==> config.mk <==
export PLATFORM = sky130hd
export DESIGN_NAME = uart_host_tx
export DESIGN_NICKNAME = d
export VERILOG_FILES = /design/src/rtl/uart_pkg.sv /design/src/rtl/uart_fifo.sv /design/src/rtl/uart_host_tx.sv
export SDC_FILE = /design/constraint.sdc
export NUM_CORES = 1
export LEC_CHECK = 0
export CORE_MARGIN = 2
export CORE_UTILIZATION = 48
export CTS_CLUSTER_DIAMETER = 40
export DETAILED_ROUTE_END_ITERATION = 6
export PLACE_DENSITY = 0.71
export SYNTH_ARGS = -nofsm -noshare
export SYNTH_HDL_FRONTEND = slang
export SYNTH_SLANG_ARGS = --single-unit
==> constraint.sdc <==
create_clock -name clk -period 4.2 [get_ports clk]
set_input_delay 1.26 -clock clk [delete_from_list [all_inputs] [get_ports clk]]
set_output_delay 1.26 -clock clk [all_outputs]
set_load 0.02 [all_outputs]
==> src/rtl/uart_pkg.sv <==
`default_nettype none
// uart_pkg -- shared constants, frame state encoding and rate clamp for the host UART transmitter.
package uart_pkg;

  localparam logic [7:0]  SYNC_CHAR  = 8'h55;
  localparam int          FRAME_BITS = 10;
  localparam int          FIFO_DEPTH = 4;
  localparam logic [15:0] MIN_RATE   = 16'd2;

  typedef enum logic [1:0] {
    IDLE  = 2'd0,
    START = 2'd1,
    DATA  = 2'd2,
    STOP  = 2'd3
  } tx_state_t;

  function automatic logic [15:0] eff_rate(input logic [15:0] r);
    return (r < MIN_RATE) ? MIN_RATE : r;
  endfunction

endpackage
`default_nettype wire

==> src/rtl/uart_fifo.sv <==
`default_nettype none
// uart_fifo -- 8-bit x 4 byte queue; full/empty come straight from the registered count,
// so a push in the same cycle as a pop on a full queue is still refused.
module uart_fifo
  import uart_pkg::*;
(
  input  logic       clk,
  input  logic       reset,
  input  logic [7:0] din,
  input  logic       push,
  input  logic       pop,
  output logic [7:0] dout,
  output logic       full,
  output logic       empty
);

  logic [7:0] mem [FIFO_DEPTH];
  logic [1:0] wr_ptr;
  logic [1:0] rd_ptr;
  logic [2:0] count;
  logic       do_push;
  logic       do_pop;

  assign full    = (count == 3'(FIFO_DEPTH));
  assign empty   = (count == 3'd0);
  assign do_push = push && !full;
  assign do_pop  = pop && !empty;
  assign dout    = mem[rd_ptr];

  always_ff @(posedge clk) begin
    if (reset) begin
      wr_ptr <= 2'd0;
      rd_ptr <= 2'd0;
      count  <= 3'd0;
    end else begin
      if (do_push) begin
        mem[wr_ptr] <= din;
        wr_ptr      <= wr_ptr + 2'd1;
      end
      if (do_pop) begin
        rd_ptr <= rd_ptr + 2'd1;
      end
      case ({do_push, do_pop})
        2'b10:   count <= count + 3'd1;
        2'b01:   count <= count - 3'd1;
        default: count <= count;
      endcase
    end
  end

endmodule
`default_nettype wire

==> src/rtl/uart_host_tx.sv <==
`default_nettype none
// uart_host_tx -- 8N1 serial transmitter with a 4-byte queue and an autobaud sync character
// that is sent first after reset and on request.
module uart_host_tx
  import uart_pkg::*;
(
  input  logic        clk,
  input  logic        reset,
  input  logic [15:0] rate,
  input  logic [7:0]  od,
  input  logic        dox,
  input  logic        sync,
  output logic        tx,
  output logic        full,
  output logic        wip
);

  localparam logic [2:0] LAST_BIT = 3'(FRAME_BITS - 3);

  tx_state_t   state, state_next;
  logic [15:0] rate_l, rate_l_next;
  logic [15:0] cnt, cnt_next;
  logic [7:0]  shift, shift_next;
  logic [2:0]  bit_idx, bit_idx_next;
  logic        sync_pending, sync_pending_next;
  logic        tx_next;
  logic        fifo_pop;
  logic        fifo_empty;
  logic [7:0]  fifo_dout;
  logic        work;
  logic        bit_done;
  logic        start_frame;
  logic        take_sync;
  logic [15:0] rate_eff;

  uart_fifo u_fifo (
    .clk   (clk),
    .reset (reset),
    .din   (od),
    .push  (dox),
    .pop   (fifo_pop),
    .dout  (fifo_dout),
    .full  (full),
    .empty (fifo_empty)
  );

  assign work     = sync_pending || !fifo_empty;
  assign bit_done = (cnt == 16'd1);
  assign rate_eff = eff_rate(rate);
  assign wip      = (state != IDLE) || work;

  always_comb begin
    state_next   = state;
    rate_l_next  = rate_l;
    cnt_next     = cnt;
    shift_next   = shift;
    bit_idx_next = bit_idx;
    tx_next      = tx;
    fifo_pop     = 1'b0;
    take_sync    = 1'b0;
    start_frame  = 1'b0;

    case (state)
      IDLE: begin
        tx_next = 1'b1;
        if (work) start_frame = 1'b1;
      end
      START: begin
        if (bit_done) begin
          state_next   = DATA;
          cnt_next     = rate_l;
          bit_idx_next = 3'd0;
          tx_next      = shift[0];
        end else begin
          cnt_next = cnt - 16'd1;
        end
      end
      DATA: begin
        if (bit_done) begin
          cnt_next = rate_l;
          if (bit_idx == LAST_BIT) begin
            state_next = STOP;
            tx_next    = 1'b1;
          end else begin
            bit_idx_next = bit_idx + 3'd1;
            shift_next   = {1'b0, shift[7:1]};
            tx_next      = shift[1];
          end
        end else begin
          cnt_next = cnt - 16'd1;
        end
      end
      STOP: begin
        tx_next = 1'b1;
        if (bit_done) begin
          if (work) start_frame = 1'b1;
          else      state_next  = IDLE;
        end else begin
          cnt_next = cnt - 16'd1;
        end
      end
      default: state_next = IDLE;
    endcase

    // A pending sync always wins over queued data; the bit period is frozen here for the whole frame.
    if (start_frame) begin
      state_next  = START;
      rate_l_next = rate_eff;
      cnt_next    = rate_eff;
      tx_next     = 1'b0;
      if (sync_pending) begin
        shift_next = SYNC_CHAR;
        take_sync  = 1'b1;
      end else begin
        shift_next = fifo_dout;
        fifo_pop   = 1'b1;
      end
    end

    sync_pending_next = take_sync ? 1'b0 : (sync_pending | sync);
  end

  always_ff @(posedge clk) begin
    if (reset) begin
      state        <= IDLE;
      rate_l       <= 16'd0;
      cnt          <= 16'd0;
      shift        <= 8'd0;
      bit_idx      <= 3'd0;
      sync_pending <= 1'b1;
      tx           <= 1'b1;
    end else begin
      state        <= state_next;
      rate_l       <= rate_l_next;
      cnt          <= cnt_next;
      shift        <= shift_next;
      bit_idx      <= bit_idx_next;
      sync_pending <= sync_pending_next;
      tx           <= tx_next;
    end
  end

endmodule
`default_nettype wire

==> reports/qor.yml <==
r2r-start: "cnt[1]"
synth_nets: 459
cp.depth: 12
critPathKind: "flop to flop"
fp-row-count: 34
port_buffers: 30
post_cts_buffers: 0
final_common_cell: "dfxtp_1"
mostFrequentLayoutCells: "dfxtp_1 (56), nand2_1 (45), nor2_1 (44), a21oi_1 (32), edfxtp_1 (32)"
drc: 0
synth_seq_cells: 88
cp_data_required_time_ns: 4.48
area_growth_pct: 13.4
vias_per_cell: 5.80
die_h_um: 97.4
clock_latency_ns: 0.36
synth_cell_types: 54
total_power_w: 0.00354
final_nets: 478
power_leakage_nw: 1.65
die_w_um: 97.4
r2r_cells: 12
die_area_mm2: 0.00949
post_cts_resized: 0
grt-ovfl-total: 0
yosysTopAreaCell: "dfxtp_1"
yosys-top-cells-area: "dfxtp_1 (27%), edfxtp_1 (23%), mux4_2 (4.3%)"
yosys_warnings: 0
antenna_left: 0
htreeDepth: 3
antenna_found_initial: 0
ys.flop_type: "dfxtp_1"
setup_viol: 0
core_area_mm2: 0.00859
cts_buffer_depth: 2
cts.sinks: 88
antenna_cells: 0
critPathMaxFanout: 13
drive_above_1_share: 0.0841
slowest_delay_ns: 0.61
hp-start: "rate_l[10]"
crit_chain: "inv_1 > ha_1 > nor4b_2 > and4_1 > a31oi_4 > nor2_1 > ha_1 > inv_1 > fa_1 > xor2_1 > or3_1 > a21oi_1"
drtIter0Drc: 181
synth_edf_count: 32
vias: 3179
fmax_mhz: 300
path_clk_slew_ns: 0.09
floorplan.initialDensity: 0.487
r2r_setup_slack_ns: 0.87
min_period_over_period: 0.793
rr_endpoint: "u_fifo.count[2]"
dp_hpwl_mm: 6.04
holdCritPathClass: "flop to flop"
end_kind: "flop"
grt_pass1_vias: 3073
min_path_cells: 2
drv_slew: 0
io_pins: 31
track_usage: 0.188
fin_tns_setup_ns: 0
rsz0062_at_grt: "no"
cts_buffers: 9
drt_wl_total_mm: 8.66
grt_first_pass_wirelength_mm: 14.5
critPathTopFamily: "simple AND/OR/NAND/NOR gates"
crit_arrival_ns: 3.61
p_per_area_mw_per_mm2: 744
crit_buf_inv: 2
worst_slew_pin_slew_ns: 0.957
netlist.area_leader.share: 0.268
syn_area_mm2: 0.00419
cpMaxStageDelayCell: "and4_1"
drt_first_pass_iters: 5
syn_area_per_cell_um2: 10.1
status: "complete, no violations"
whs_endpoint: "rate_l[10]"
peakVddDrop_mv: 0.346
syn_inst: 416
crit_path_start_kind: "flop"
slew_headroom: 0.362
maxCapViolations: 0
cts_tree: "done"
timing_hold_violations_final: 0
grt_max_degree: 56
hold_buffers: 0
fin_worst_skew_ns: 0.0137
place.gp.congestion: 0.856
ys_seq_area_frac: 0.497
async_flop_share: 0
routedWlPerCell_um: 15.8
fin_crit_ns: 3.33
cts-root-buf: "clkbuf_8"
==> cells in the mapped netlist (all sizes together), types with 9 or more instances <==
cell type  count
a21oi         32
a311oi        10
clkbuf        18
dfxtp         56
edfxtp        32
ha            14
inv           12
nand2         45
nor2          45
nor3          13
nor4          11
o21ai          9
==> layout make-up <==
cell class | instances | area (um^2)
multi-input combinational | 290 | 1970
sequential | 88 | 2080
timing repair buffer | 34 | 325
clock buffer | 9 | 124
inverter | 12 | 45.0
tap | 108 | 135
clock inverter | 7 | 70.1
fill | 748 | 3840
==> flip-flops by register name, summed over array words and instances, names as in the netlist, named ones only <==
register and flops:
u_fifo.count 3, cnt 16, shift 8, u_fifo.wr_ptr 2
sync_pending 1, rate_l 16, u_fifo.mem 32, bit_idx 3
u_fifo.rd_ptr 2, state 2, tx 1
==> tightest hold or removal path, cell delays in order, from the launching register on <==
cell     delay [ns]
dfxtp_1        0.32
nand2_1        0.05
a21oi_1        0.05
==> power breakdown <==
| group | switching [W] | internal (W) | leakage, nW |
|---|---|---|---|
| combinational | 0.000985 | 0.000662 | 0.797 |
| clock | 0.000346 | 0.000235 | 0.0977 |
| sequential | 0.000205 | 0.00110 | 0.752 |
| total | 0.00154 | 0.00200 | 1.65 |
==> kinds of logic after synthesis <==
| kind of cell | Yosys count | synth area share |
|---|---|---|
| xor gates and xnor gates | 16 | 0.0335 |
| and+or+nand+nor | 158 | 0.192 |
| AOI/OAI and AO/OA | 85 | 0.134 |
| adders and majority gates | 15 | 0.0466 |
| muxes | 16 | 0.0621 |
| DFF | 88 | 0.497 |
| buffers and inverters | 38 | 0.0349 |
==> worst max-delay path by stage <==
stage	end	slack (ns)	startpoint
after floorplan	u_fifo.count[2]	1.40	cnt[4]
after global placement	u_fifo.count[2]	1.03	dox
after detailed placement	u_fifo.count[2]	0.93	cnt[1]
after CTS	u_fifo.count[2]	0.89	cnt[1]
after global routing	u_fifo.count[2]	0.65	cnt[1]
final	u_fifo.count[2]	0.87	cnt[1]
==> through the flow <==
stage / setup slack, ns / util / hold WS [ns] / instances / instance area (um^2)
floorplan: 1.40 / - / 0.432 / 416 / 4190
global placement: 1.03 / 0.530 / 0.444 / 532 / 4560
detailed placement: 0.927 / 0.530 / 0.449 / 532 / 4560
CTS: 0.886 / 0.553 / 0.464 / 548 / 4750
global route: 0.651 / 0.553 / 0.482 / 548 / 4750
finish: 0.870 / 0.553 / 0.463 / 548 / 4750
==> per-layer routing <==
metal | GRT usage | wire length [um] | vias up | share of wire
met3 | 0.0367 | 438 | 5 | 0.051
met4 | 0.0609 | 72 | 0 | 0.0083
met5 | 0 | 0 | - | 0
li1 | - | - | 1567 | -
met2 | 0.307 | 4120 | 81 | 0.48
met1 | 0.255 | 4030 | 1526 | 0.47
Power figures use the tool's default switching activity.
